`src/rtl/neuron_pkg.sv`:
```
// Shared fixed-point definitions for the neuron datapath: Q1.15 activations,
// Q8.8 weights and Q8.24 pre-activation words.
package neuron_pkg;

  localparam int unsigned FRAC_BITS = 24;
  localparam int unsigned PRE_W     = 32;
  localparam int unsigned W_FRAC    = 8;

  localparam logic [PRE_W-1:0] Q824_MAX = 32'h7FFF_FFFF;
  localparam logic [PRE_W-1:0] Q824_MIN = 32'h8000_0000;

  typedef logic        [15:0]      act_t;
  typedef logic signed [15:0]      wgt_t;
  typedef logic signed [PRE_W-1:0] pre_t;

endpackage

```
`src/rtl/q824_sat.sv`:
```
// Combinational clamp of a wide signed Q.24 accumulator to a Q8.24 word,
// with an indicator that the value was out of range.
module q824_sat
  import neuron_pkg::*;
#(
  parameter int unsigned ACC_W = 48
) (
  input  logic signed [ACC_W-1:0] acc,
  output pre_t                    data,
  output logic                    sat
);

  // In range only when every bit from 31 upward equals the sign bit.
  logic [ACC_W-32:0] upper;
  assign upper = acc[ACC_W-1:31];
  assign sat   = !((&upper) || !(|upper));

  always_comb begin
    data = pre_t'(acc[PRE_W-1:0]);
    if (sat) begin
      data = acc[ACC_W-1] ? pre_t'(Q824_MIN) : pre_t'(Q824_MAX);
    end
  end

endmodule

```
`src/rtl/neuron_mac.sv`:
```
// Streaming 3-stage multiply-accumulate neuron front end producing saturated
// Q8.24 pre-activations. Define NEURON_MAC_SAT_FLAG_EN for sat_flag/sat_sticky.
module neuron_mac
  import neuron_pkg::*;
#(
  parameter int unsigned ACC_W = 48,
  parameter int unsigned X_W   = 16,
  parameter int unsigned W_W   = 16
) (
  input  logic                  clk,
  input  logic                  rst,
  input  logic                  in_valid,
  input  logic                  in_first,
  input  logic                  in_last,
  input  logic [X_W-1:0]        x_in,
  input  logic signed [W_W-1:0] w_in,
  input  pre_t                  bias_in,
  output logic                  in_ready,
  output logic                  out_valid,
  output pre_t                  out_data
`ifdef NEURON_MAC_SAT_FLAG_EN
  ,
  output logic                  sat_flag,
  output logic                  sat_sticky
`endif
);

  localparam int unsigned PROD_W     = X_W + W_W + 1;
  localparam int unsigned PROD_SHIFT = FRAC_BITS - ((X_W - 1) + W_FRAC);

  logic signed [PROD_W-1:0] prod_raw;
  logic signed [ACC_W-1:0]  s1_prod;
  pre_t                     s1_bias;
  logic                     s1_valid;
  logic                     s1_first;
  logic                     s1_last;
  logic signed [ACC_W-1:0]  acc;
  logic                     s2_done;
  pre_t                     sat_data;
  logic                     sat_unused;

  assign in_ready = ~rst;

  // Activation is unsigned, so widen it with a zero sign bit before multiplying.
  assign prod_raw = PROD_W'($signed({1'b0, x_in})) * PROD_W'(w_in);

  // S1: product register, flags and bias capture on the first beat.
  always_ff @(posedge clk) begin
    if (rst) begin
      s1_valid <= 1'b0;
      s1_first <= 1'b0;
      s1_last  <= 1'b0;
      s1_prod  <= '0;
      s1_bias  <= '0;
    end else begin
      s1_valid <= in_valid;
      s1_first <= in_valid & in_first;
      s1_last  <= in_valid & in_last;
      if (in_valid) begin
        s1_prod <= ACC_W'(prod_raw) <<< PROD_SHIFT;
      end
      if (in_valid && in_first) begin
        s1_bias <= bias_in;
      end
    end
  end

  // S2: accumulate; a first beat reseeds from the bias and drops any partial sum.
  always_ff @(posedge clk) begin
    if (rst) begin
      acc     <= '0;
      s2_done <= 1'b0;
    end else begin
      s2_done <= s1_valid & s1_last;
      if (s1_valid) begin
        acc <= (s1_first ? ACC_W'(s1_bias) : acc) + s1_prod;
      end
    end
  end

  q824_sat #(
    .ACC_W(ACC_W)
  ) u_sat (
    .acc (acc),
    .data(sat_data),
    .sat (sat_unused)
  );

  // S3: clamped result, held until the next completed vector.
  always_ff @(posedge clk) begin
    if (rst) begin
      out_valid <= 1'b0;
      out_data  <= '0;
    end else begin
      out_valid <= s2_done;
      if (s2_done) begin
        out_data <= sat_data;
      end
    end
  end

`ifdef NEURON_MAC_SAT_FLAG_EN
  always_ff @(posedge clk) begin
    if (rst) begin
      sat_flag   <= 1'b0;
      sat_sticky <= 1'b0;
    end else begin
      sat_flag <= s2_done & sat_unused;
      if (s2_done && sat_unused) begin
        sat_sticky <= 1'b1;
      end
    end
  end
`endif

endmodule

```
`config.mk`:
```
export PLATFORM = sky130hd
export DESIGN_NAME = neuron_mac
export DESIGN_NICKNAME = d
export VERILOG_FILES = /design/src/rtl/neuron_pkg.sv /design/src/rtl/q824_sat.sv /design/src/rtl/neuron_mac.sv
export SDC_FILE = /design/constraint.sdc
export NUM_CORES = 1
export LEC_CHECK = 0
export CAP_MARGIN = 20
export CELL_PAD_IN_SITES_DETAIL_PLACEMENT = 1
export CELL_PAD_IN_SITES_GLOBAL_PLACEMENT = 1
export CORE_ASPECT_RATIO = 0.8
export CORE_MARGIN = 3
export CORE_UTILIZATION = 35
export DETAILED_ROUTE_END_ITERATION = 10
export PLACE_DENSITY = 0.67
export SETUP_SLACK_MARGIN = 0.5
export SLEW_MARGIN = 20
export SYNTH_ARGS = -nofsm -noshare
export SYNTH_HDL_FRONTEND = slang
export SYNTH_SLANG_ARGS = --single-unit
```
`constraint.sdc`:
```
create_clock -name clk -period 7.5 [get_ports clk]
set_clock_uncertainty 0.1 [all_clocks]
set_input_delay 1.125 -clock clk [delete_from_list [all_inputs] [get_ports clk]]
set_output_delay 1.125 -clock clk [all_outputs]
set_load 0.01 [all_outputs]
```
==> metrics.md <==
| Metric | Value |
|---|---|
| Mux cell area share after synthesis | 4.111% |
| PortBufs | approximately 100 |
| Synth Area in Adders | about a third |
| Pwr/cell area | roughly 440 nW/µm² |
| Netlist cell types | about 70 |
| Hold-fix buffers, CTS | 0 |
| EDFF count, synth | 0 |
| Die area | approximately 52,000 µm² |
| Final HPWL DP | about 45 mm |
| Worst-Skew Late Latency | around 0.44 ns |
| Synth async-reset ratio | 0% |
| Area growth from synthesis to layout | 16.03% |
| Setup violations, final | 0 |
| Met2 Routed Length | between 20 and 30 mm |
| Synth top area cells | fa_1 22%, dfxtp_1 17%, ha_1 12%, inv_1 6.4%, nand2_1 6.0% |
| DRT iter0 DRCs | 801 |
| Reg clk slew, reported paths | about 0.070 ns |
| Xor/xnor share of the synthesized area | around 2.8% |
| Max-cap violations | 0 |
| Post-Synth Simple-Gate Area | between 10% and 20% |
| Area share of the largest cell type after synthesis | 22.43% |
| Final WL | between 50 and 60 mm |
| Total power | a little under 9000 µW |
| M1 WL | 28.24 mm |
| CTS Sinks | 150 |
| Commonest non-fill, non-tap cell in the layout | inv_1 |
| Footprint of the multi-input gates | 12,960 µm² |
| GR Util All Layers | 21.43% |
| Post-DRT Antenna Nets | 0 |
| Highest metal used | met4 |
| Outcome | complete, no violations |
| RePlAce Congestion | around 0.89 |
| Dpl cells | between 2,000 and 3,000 |
| Fmax | 0.1467 GHz |
| Final Critical Period | about 6.8 ns |
| Vias | about 15,000 |
| Detailed Routing Iterations Pass 1 | 5 |
| Critical path arrival | between 7 and 8 ns |
| Routed len/inst | just under 20 µm |
| Hold crit path type | register to register |
| Post-synth top area cell | fa_1 |
| Ys Warns | 0 |
| First-pass GRT wire length | approximately 89 mm |
| Peak VDD IR | about 470 µV |
| Final Hold Fails | 0 |
| Die Wd | 255.3 µm |
| Layout cell share with drive strength beyond 1 | 7.595% |
| Root Driver | clkbuf_16 |
| Row Count | 72 |
| Relative slew slack | 31.05% |
| # DRC | 0 |
| Worst path required time | approximately 7.7 ns |
| Pin count of the biggest net entering global routing | just under 90 |
| Post-Synthesis Net Count | between 2,000 and 3,000 |
| Crit path kind | input port to register |
| Slew Limit Fails | 0 |
| RSZ-0062 raised after global routing | no |
| Actual slew at the worst max-slew pin | between 1 and 1.5 ns |
| Ys flop type | dfxtp_1 |
| Avg Vias per Cell | 5.213 |
| Clock tree buffer depth | 2 |
| Final #Nets | around 2,600 |
| Die H | a little over 200 µm |
| Final hold slack | ~0.36 ns |
| Core footprint | about 49,000 µm² |
| Critical-path maximum fanout | 8 |
| Final Non-Filler Cells | ~2,900 |
| Routed wl met3 | ~1.6 mm |
| Synth Register Bits | 150 |
| Initial core utilization | 35.72% |
| Crit share post-route | 90.89% |
| Fill cell count | roughly 5,800 |
| Mean Syn Cell Area | a little over 8 µm² |
| Register area | between 3000 and 4000 µm² |
| Post-CTS setup buffer count | 0 |
| Clock buffer count from CTS | 17 |
| Initial antenna violation count | 0 |
| Vias in the first global route | roughly 16,000 |
| Syn Std Cell Area | 17,410 µm² |
| H-tree levels | 4 |
| P_leak | 0.009566 µW |
| Ports | 103 |
| CTS tree | done |
| Crit path capture type | register |
| Critical Path Source Type | input port |
| Diodes inserted | 0 |
| Mapped Cells | between 2,000 and 2,500 |
| Largest family of logic cells by synthesized area | adder cells |
| Residual overflow from global routing | 0 |
| Most frequent cells in the layout | 295 x inv_1, 277 x nand2_1, 195 x fa_1 |
| Compound-cell area share of the yosys netlist | 13.86% |
| Sequential-to-total area share from yosys stat | 17.25% |
## timing repair
item	4_1_cts	5_1_grt
pin swaps	0	3
setup endpoints to repair	7	12
resized for setup	10	28
## layout make-up
cell class	instances	share of cell area, %
multi-input cells	1553	64.19
clock inverters	13	0.5885
repair buffers	180	8.456
flip-flops and latches	150	14.88
inverters	297	5.519
well taps	666	4.126
clock buffers	19	2.242
## registers in the layout, summed over array words and instances (netlist names)
register and count:
acc 48, s1_prod 33, s1_bias 32, s1_valid 1, out_valid 1, out_data 32, s1_first 1, s1_last 1
s2_done 1
## routing by layer
layer  vias up  GRT usage (%)
met5         -              0
met4         0          3.275
met2       195          34.88
met3        35          2.473
li1       7113              -
met1      7660          31.17
## final timing paths
path | startpoint | endpoint | slack, ns | depth (start not counted)
setup / recovery | w_in[15] | s1_prod[31] | 0.68 | 22
hold / removal | s1_bias[24] | s1_bias[24] | 0.36 | 2
setup reg to reg | s1_first | acc[39] | 2.87 | 13
hold reg to reg | s1_bias[24] | s1_bias[24] | 0.36 | 2
## critical path, cell delays in order
cell and delay (ns):
clkdlybuf4s50_1 0.51, clkinv_1 0.10, buf_4 0.20, nor2_1 0.23, fa_1 0.47, fa_1 0.42
fa_1 0.58, fa_1 0.44, fa_1 0.50, inv_1 0.05, fa_1 0.47, inv_1 0.05
ha_1 0.28, a21o_1 0.18, a21oi_1 0.15, nor2_1 0.05, a311o_1 0.36, a31oi_4 0.20
o41ai_2 0.10, buf_4 0.18, o311ai_1 0.26, o211ai_1 0.13
## per-stage QoR
stage,setup WS (ns),utilization [%],cell area [µm²],setup TNS (ns)
3_5_place_dp,-0.1211,40.03,19510,-0.2141
2_1_floorplan,0.8836,-,17410,0
5_1_grt,0.4724,41.44,20200,0
4_1_cts,0.4867,41.21,20090,0
3_3_place_gp,0.008013,40.03,19510,0
6_report,0.6831,41.44,20200,0
## cell usage after synthesis, types with 9 or more instances
library cell and number:
a211oi_1 17, a21o_1 34, a21oi_1 136, a31oi_1 10, and2_1 119, and3_1 17, clkbuf_1 97, dfxtp_1 150
fa_1 195, ha_1 168, inv_1 295, mux2_2 28, mux2i_1 40, nand2_1 279, nand2b_1 24, nand3_1 21
nand4_1 19, nor2_1 129, nor3_1 45, o21a_1 10, o21ai_0 64, o21bai_1 14, o22ai_1 15, o311ai_0 9
xnor2_1 37, xor2_1 19
## report_power, final
| part | switching [µW] | leakage, µW | internal (µW) | total, µW |
|---|---|---|---|---|
| Clock | 398 | 0.000273 | 452 | 850 |
| Sequential | 77.4 | 0.00122 | 896 | 974 |
| Combinational | 4040 | 0.00807 | 2980 | 7020 |
## kinds of logic after synthesis
family | after synthesis
adders and majority gates | 363
muxes | 68
xor gates and xnor gates | 56
buffers and inverters | 406
AOI/OAI and AO/OA | 375
and+or+nand+nor | 691
DFF | 150
Power figures use the tool's default switching activity.
